[src/rtl/mc_datapath.sv]
// Multicycle MIPS-subset core: FETCH/DECODE/EXEC/MEM/WB sequencer, 32-entry register file and ALU.
// Latency: beq/j/illegal 3 cycles, R-type/addi/sw 4, lw 5, plus one cycle per memory wait cycle.
// Backpressure: holds mem_req/mem_we/mem_addr/mem_wdata steady in FETCH and MEM until mem_ready.
module mc_datapath #(
  parameter int               WIDTH      = 32,
  parameter logic [WIDTH-1:0] RESET_PC   = '0,
  parameter bit               SLT_SIGNED = 1'b1
) (
  input  logic             clk,
  input  logic             reset,
  output logic             mem_req,
  output logic             mem_we,
  output logic [WIDTH-1:0] mem_addr,
  output logic [WIDTH-1:0] mem_wdata,
  input  logic [WIDTH-1:0] mem_rdata,
  input  logic             mem_ready,
  output logic [WIDTH-1:0] pc,
  output logic             retire,
  output logic             illegal
);

  localparam logic [5:0] OP_RTYPE = 6'h00;
  localparam logic [5:0] OP_J     = 6'h02;
  localparam logic [5:0] OP_BEQ   = 6'h04;
  localparam logic [5:0] OP_ADDI  = 6'h08;
  localparam logic [5:0] OP_LW    = 6'h23;
  localparam logic [5:0] OP_SW    = 6'h2B;

  localparam logic [5:0] FN_ADD = 6'h20;
  localparam logic [5:0] FN_SUB = 6'h22;
  localparam logic [5:0] FN_AND = 6'h24;
  localparam logic [5:0] FN_OR  = 6'h25;
  localparam logic [5:0] FN_SLT = 6'h2A;

  typedef enum logic [2:0] {
    S_FETCH,
    S_DECODE,
    S_EXEC,
    S_MEM,
    S_WB
  } state_t;

  state_t           state_q, state_d;
  logic [WIDTH-1:0] pc_q, pc_d;
  logic [31:0]      ir_q, ir_d;
  logic [WIDTH-1:0] a_q, a_d;
  logic [WIDTH-1:0] b_q, b_d;
  logic [WIDTH-1:0] alu_q, alu_d;
  logic [WIDTH-1:0] mdr_q, mdr_d;

  logic [WIDTH-1:0] rf_q [32];
  logic             rf_we;
  logic [4:0]       rf_waddr;
  logic [WIDTH-1:0] rf_wdata;

  logic             mem_req_raw;
  logic             retire_raw;
  logic             illegal_raw;

  // Instruction fields, always taken from the latched IR
  logic [5:0]       opcode;
  logic [5:0]       funct;
  logic [4:0]       rs;
  logic [4:0]       rt;
  logic [4:0]       rd;
  logic [WIDTH-1:0] imm_sext;
  logic             rtype_ok;
  logic             op_legal;

  assign opcode   = ir_q[31:26];
  assign rs       = ir_q[25:21];
  assign rt       = ir_q[20:16];
  assign rd       = ir_q[15:11];
  assign funct    = ir_q[5:0];
  assign imm_sext = {{(WIDTH-16){ir_q[15]}}, ir_q[15:0]};
  assign rtype_ok = funct inside {FN_ADD, FN_SUB, FN_AND, FN_OR, FN_SLT};

  // Opcode legality; an unlisted R-type funct is treated like an unknown opcode
  always_comb begin
    op_legal = 1'b0;
    case (opcode)
      OP_RTYPE:                          op_legal = rtype_ok;
      OP_ADDI, OP_LW, OP_SW, OP_BEQ, OP_J: op_legal = 1'b1;
      default:                           op_legal = 1'b0;
    endcase
  end

  // R-type ALU on the latched operands; slt result is a zero-extended single bit
  logic [WIDTH-1:0] alu_r;
  logic             slt_r;
  always_comb begin
    if (SLT_SIGNED) begin
      slt_r = $signed(a_q) < $signed(b_q);
    end else begin
      slt_r = a_q < b_q;
    end
    alu_r = '0;
    case (funct)
      FN_ADD:  alu_r = a_q + b_q;
      FN_SUB:  alu_r = a_q - b_q;
      FN_AND:  alu_r = a_q & b_q;
      FN_OR:   alu_r = a_q | b_q;
      FN_SLT:  alu_r = {{(WIDTH-1){1'b0}}, slt_r};
      default: alu_r = '0;
    endcase
  end

  // Sequencer: next state, datapath register updates, memory port and retire decode
  always_comb begin
    state_d     = state_q;
    pc_d        = pc_q;
    ir_d        = ir_q;
    a_d         = a_q;
    b_d         = b_q;
    alu_d       = alu_q;
    mdr_d       = mdr_q;
    rf_we       = 1'b0;
    rf_waddr    = rt;
    rf_wdata    = alu_q;
    mem_req_raw = 1'b0;
    mem_we      = 1'b0;
    mem_addr    = pc_q;
    mem_wdata   = b_q;
    retire_raw  = 1'b0;
    illegal_raw = 1'b0;
    case (state_q)
      S_FETCH: begin
        mem_req_raw = 1'b1;
        if (mem_ready) begin
          ir_d    = mem_rdata[31:0];
          pc_d    = pc_q + WIDTH'(4);
          state_d = S_DECODE;
        end
      end
      S_DECODE: begin
        a_d     = rf_q[rs];
        b_d     = rf_q[rt];
        // Branch target precomputed here from the already-incremented pc
        alu_d   = pc_q + (imm_sext << 2);
        state_d = S_EXEC;
      end
      S_EXEC: begin
        state_d = S_FETCH;
        if (!op_legal) begin
          retire_raw  = 1'b1;
          illegal_raw = 1'b1;
        end else begin
          case (opcode)
            OP_RTYPE: begin
              alu_d   = alu_r;
              state_d = S_WB;
            end
            OP_ADDI: begin
              alu_d   = a_q + imm_sext;
              state_d = S_WB;
            end
            OP_LW, OP_SW: begin
              alu_d   = a_q + imm_sext;
              state_d = S_MEM;
            end
            OP_BEQ: begin
              if (a_q == b_q) begin
                pc_d = alu_q;
              end
              retire_raw = 1'b1;
            end
            OP_J: begin
              pc_d       = {pc_q[WIDTH-1:28], ir_q[25:0], 2'b00};
              retire_raw = 1'b1;
            end
            default: begin
              retire_raw = 1'b1;
            end
          endcase
        end
      end
      S_MEM: begin
        mem_req_raw = 1'b1;
        mem_addr    = alu_q;
        mem_we      = (opcode == OP_SW);
        if (mem_ready) begin
          if (opcode == OP_SW) begin
            retire_raw = 1'b1;
            state_d    = S_FETCH;
          end else begin
            mdr_d   = mem_rdata;
            state_d = S_WB;
          end
        end
      end
      S_WB: begin
        rf_we      = 1'b1;
        retire_raw = 1'b1;
        state_d    = S_FETCH;
        if (opcode == OP_RTYPE) begin
          rf_waddr = rd;
          rf_wdata = alu_q;
        end else if (opcode == OP_LW) begin
          rf_waddr = rt;
          rf_wdata = mdr_q;
        end else begin
          rf_waddr = rt;
          rf_wdata = alu_q;
        end
      end
      default: begin
        state_d = S_FETCH;
      end
    endcase
  end

  // Reset gating keeps the memory port and pulses quiet while reset is held
  assign mem_req = mem_req_raw & reset;
  assign retire  = retire_raw & reset;
  assign illegal = illegal_raw & reset;
  assign pc      = pc_q;

  // Sequencer state and datapath registers; reset aborts any access in flight
  always_ff @(posedge clk or negedge reset) begin
    if (!reset) begin
      state_q <= S_FETCH;
      pc_q    <= RESET_PC;
      ir_q    <= '0;
      a_q     <= '0;
      b_q     <= '0;
      alu_q   <= '0;
      mdr_q   <= '0;
    end else begin
      state_q <= state_d;
      pc_q    <= pc_d;
      ir_q    <= ir_d;
      a_q     <= a_d;
      b_q     <= b_d;
      alu_q   <= alu_d;
      mdr_q   <= mdr_d;
    end
  end

  // Register file write port; R0 is never written so it always reads zero
  always_ff @(posedge clk or negedge reset) begin
    if (!reset) begin
      for (int i = 0; i < 32; i++) begin
        rf_q[i] <= '0;
      end
    end else if (rf_we && (rf_waddr != 5'd0)) begin
      rf_q[rf_waddr] <= rf_wdata;
    end
  end

endmodule

[config.mk]
export PLATFORM = sky130hd
export DESIGN_NAME = mc_datapath
export DESIGN_NICKNAME = d
export VERILOG_FILES = /design/src/rtl/mc_datapath.sv
export SDC_FILE = /design/constraint.sdc
export NUM_CORES = 2
export LEC_CHECK = 0
export ABC_AREA = 1
export BUFFER_PORTS_ARGS = -buffer_cell sky130_fd_sc_hd__buf_2
export CAP_MARGIN = 0
export CELL_PAD_IN_SITES_DETAIL_PLACEMENT = 0
export CELL_PAD_IN_SITES_GLOBAL_PLACEMENT = 2
export CORE_MARGIN = 2
export CORE_UTILIZATION = 30
export CTS_CLUSTER_SIZE = 25
export DETAILED_ROUTE_END_ITERATION = 16
export PLACE_DENSITY_LB_ADDON = 0.1
export SLEW_MARGIN = 20
export SYNTH_ARGS = -nofsm -noshare
export SYNTH_HDL_FRONTEND = slang
export SYNTH_SLANG_ARGS = --single-unit
[constraint.sdc]
create_clock -name clk -period 2.75 [get_ports clk]
set_input_delay 0.55 -clock clk [delete_from_list [all_inputs] [get_ports clk]]
set_output_delay 0.55 -clock clk [all_outputs]
set_load 0.01 [all_outputs]
==> flow_metrics.tcl <==
set metrics [dict create \
    outcome "complete, but fails checks" \
    violations "setup timing" \
    io_buffers 134 \
    rsz0062_at_grt "yes" \
    worstSetupStartpoint "ir_q[31]" \
    yosysWarningCount 0 \
    cp_max_fo 24 \
    synthTopCellsByArea "dfrtp_1, o21ai_0, nor2_1" \
    antenna_found_initial 27 \
    core-area_um2 241000 \
    p_int_w 0.0695 \
    drt_pre_antenna_iters 6 \
    leakage_nw 45.1 \
    startpoint_type "register" \
    syn_avg_cell_area_um2 7.13 \
    fin_cells 14400 \
    p_comb_share_pct 64.0 \
    drive_above_1_share_pct 23.3 \
    ys_ff_latch 1219 \
    grt_pass1_vias 75400 \
    synth-seq-area-share_pct 41.8 \
    yosys.area.top_type "dfrtp_1" \
    vias 81300 \
    die_h_um 497 \
    synth_ff_type "dfrtp_1" \
    drtIter0Drc 9270 \
    grt_pass1_wl_mm 575 \
    ys_types 54 \
    cts.clk_slew.worst_paths_ps 60 \
    crit_path_top_delay_cell "dfrtp_1" \
    maxCapViolCount 0 \
    synth_top_area_share_pct 41.8 \
    critPathMaxStageDelay_ps 400 \
    drc 0 \
    max_slew_margin_pct 39.2 \
    fin_crit_ps 3120 \
    start_util_pct 30.2 \
    worst_slew_pin_slew_ps 913 \
    cts_tree "built" \
    finalHoldViolations 0 \
    crit_path_end "rf_q[290]" \
    worstPathArrival_ps 3830 \
    p_sw_share_pct 50.0 \
    gp_congestion 0.942 \
    clkPwrFrac_pct 16.1 \
    min_path_type "in -> reg" \
    worstReg2RegStart "ir_q[31]" \
    syn_inst 10200 \
    p_per_area_nw_per_um2 1400 \
    clk_path_buf_depth 3 \
    ys_top_cells_by_count "o21ai_0, nor2_1, nand2_1, dfrtp_1, clkbuf_1" \
    clock_skew_ps 36.3 \
    synth_edf_count 0 \
    worst_r2r_path_depth 18 \
    numCtsBuffers 159 \
    synthesis.nets 10400 \
    rows 180 \
    io_pins 135 \
    clk_latency_ps 870 \
    synthesis.area_um2 72900 \
    p_seq_share_pct 19.9 \
    grt_max_degree 99 \
    overflow 0 \
    clock_sinks 1219 \
    crit_chain "or2_4 > buf_6 > nor2_4 > buf_12 > nand2_8 > o21ai_4 > inv_2 > nor2_4 > nand2_4 > o21ai_4 > clkinv_4 > buf_6 > buf_12 > nand2_8 > clkinv_8 > nand2_8 > buf_12 > o21ai_0" \
    track_usage_pct 31.8 \
    worstReg2RegEnd "rf_q[290]" \
    finalWirelength_mm 430 \
    via_per_inst 5.66 \
    root_buffer "clkbuf_16" \
    dp_hpwl_mm 281 \
    synthToLayoutAreaGrowth_pct 36.4 \
    fin_ws_ps -371 \
    switchingPower_w 0.0694 \
    wl_per_cell_um 29.9 \
    path_class "reg -> reg" \
    post-place-ws_ps -492 \
    maxSlewViolCount 0 \
    async_reset_ff_share_pct 100 \
    setup_viol 913 \
    dieArea_um2 247000 \
    dpl.cell_count 13900 \
    drtAntennaViolNets 0 \
    cts.htree.levels 4 \
    synth.most_common_cell "o21ai_0" \
    fmax_mhz 320 \
    chipWidth_um 497 \
    critPathRequiredTime_ps 3460 \
    fin_crit_sh_pct 113 \
    finalNetCount 11300 \
    r2r_slack_ps -370 \
    end_kind "register" \
    ir_drop_uv 670 \
]
[stage by stage]
stage	power [W]	instance area [µm²]	setup TNS (ps)	hold WS, ps	utilization [%]
global route	0.146	99400	-245390	43.5	41.2
CTS	0.133	94200	-6490	4.97	39.1
detailed placement	0.106	86600	-23550	389	35.9
finish	0.139	99500	-178810	40.4	41.2
floorplan	0.0645	72900	0	254	-
global placement	0.106	86600	-24730	388	35.9
[registers in the layout, summed over array words and instances (netlist names)]
| signal | cells |
|---|---|
| state_q | 3 |
| mdr_q | 32 |
| mem_wdata | 32 |
| a_q | 32 |
| alu_q | 32 |
| rf_q | 1024 |
| pc | 32 |
| ir_q | 32 |
[worst min-delay path by stage]
stage | slack (ps) | cells past startpoint | endpoint | from
after floorplan | 250 | 0 | a_q[0] | reset
after global placement | 390 | 0 | rf_q[1013] | rf_q[1013]
after detailed placement | 390 | 0 | rf_q[1014] | rf_q[1014]
after CTS | 5 | 3 | ir_q[13] | mem_rdata[13]
after global routing | 40 | 3 | mdr_q[13] | mem_rdata[13]
final | 40 | 3 | ir_q[2] | mem_rdata[2]
[critical path, delay by kind of cell (launching register included)]
family / cells / cell delay, ps
flip-flops: 1 / 400
AND/OR/NAND/NOR: 7 / 960
buffers and inverters: 8 / 1030
AO/OA/AOI/OAI: 3 / 520
[power groups by stage]
stage	combinational (W)	clock (W)	sequential [W]
global route	0.0947	0.0234	0.0281
global placement	0.0791	0	0.0273
finish	0.0890	0.0224	0.0276
CTS	0.0827	0.0227	0.0272
detailed placement	0.0790	0	0.0274
floorplan	0.0383	0	0.0262
[cell type report]
| class | instances | area, µm² |
|---|---|---|
| Fill cell | 24600 | 142000 |
| Multi-Input combinational cell | 7665 | 41200 |
| Sequential cell | 1219 | 30500 |
| Timing Repair Buffer | 1515 | 16300 |
| Clock buffer | 221 | 4610 |
| Tap cell | 3185 | 3990 |
| Inverter | 492 | 1970 |
| Clock inverter | 66 | 836 |
| Antenna cell | 8 | 20.0 |
[logic make-up (layout without fill, tap and decap cells)]
| group | after synthesis | in the layout | synth area share, % |
|---|---|---|---|
| and+or+nand+nor | 3829 | 3835 | 20.7 |
| DFF | 1219 | 1219 | 41.8 |
| adders and majority gates | 176 | 176 | 3.06 |
| other | 0 | 8 | 0 |
| buffers and inverters | 1349 | 2294 | 7.14 |
| xor gates and xnor gates | 38 | 38 | 0.457 |
| AOI/OAI and AO/OA | 3616 | 3616 | 26.8 |
[cells in the final DEF, fill, tap and decap left out, types with 127 or more instances in the layout]
cell type,n
dfrtp_1,1204
inv_1,417
nor2_1,1918
o21ai_1,131
nand2_2,140
buf_4,950
buf_12,275
a21oi_1,550
o21ai_2,127
nand3_1,165
o22ai_1,571
nand2_1,1213
clkbuf_16,214
o21ai_0,1918
[repair_timing]
item | 4_1_cts | 5_1_grt
pin swaps | 35 | 139
gates cloned | 11 | 63
endpoints found under the hold margin | 129 | 0
hold buffers | 4 | 0
setup endpoints to repair | 280 | 969
buffers inserted | 56 | 88
resized for setup | 378 | 928
[routing by layer]
| metal | part of all wire, % | vias up | global-route usage [%] | routed length, µm |
|---|---|---|---|---|
| li1 | - | 36400 | - | - |
| met1 | 43 | 40500 | 44.1 | 185000 |
| met2 | 46 | 3694 | 51.3 | 197000 |
| met3 | 7.0 | 650 | 3.89 | 30000 |
| met4 | 3.9 | 12 | 10.7 | 17000 |
| met5 | 0.016 | - | 0 | 67 |
(Power assumes the default switching activity.)
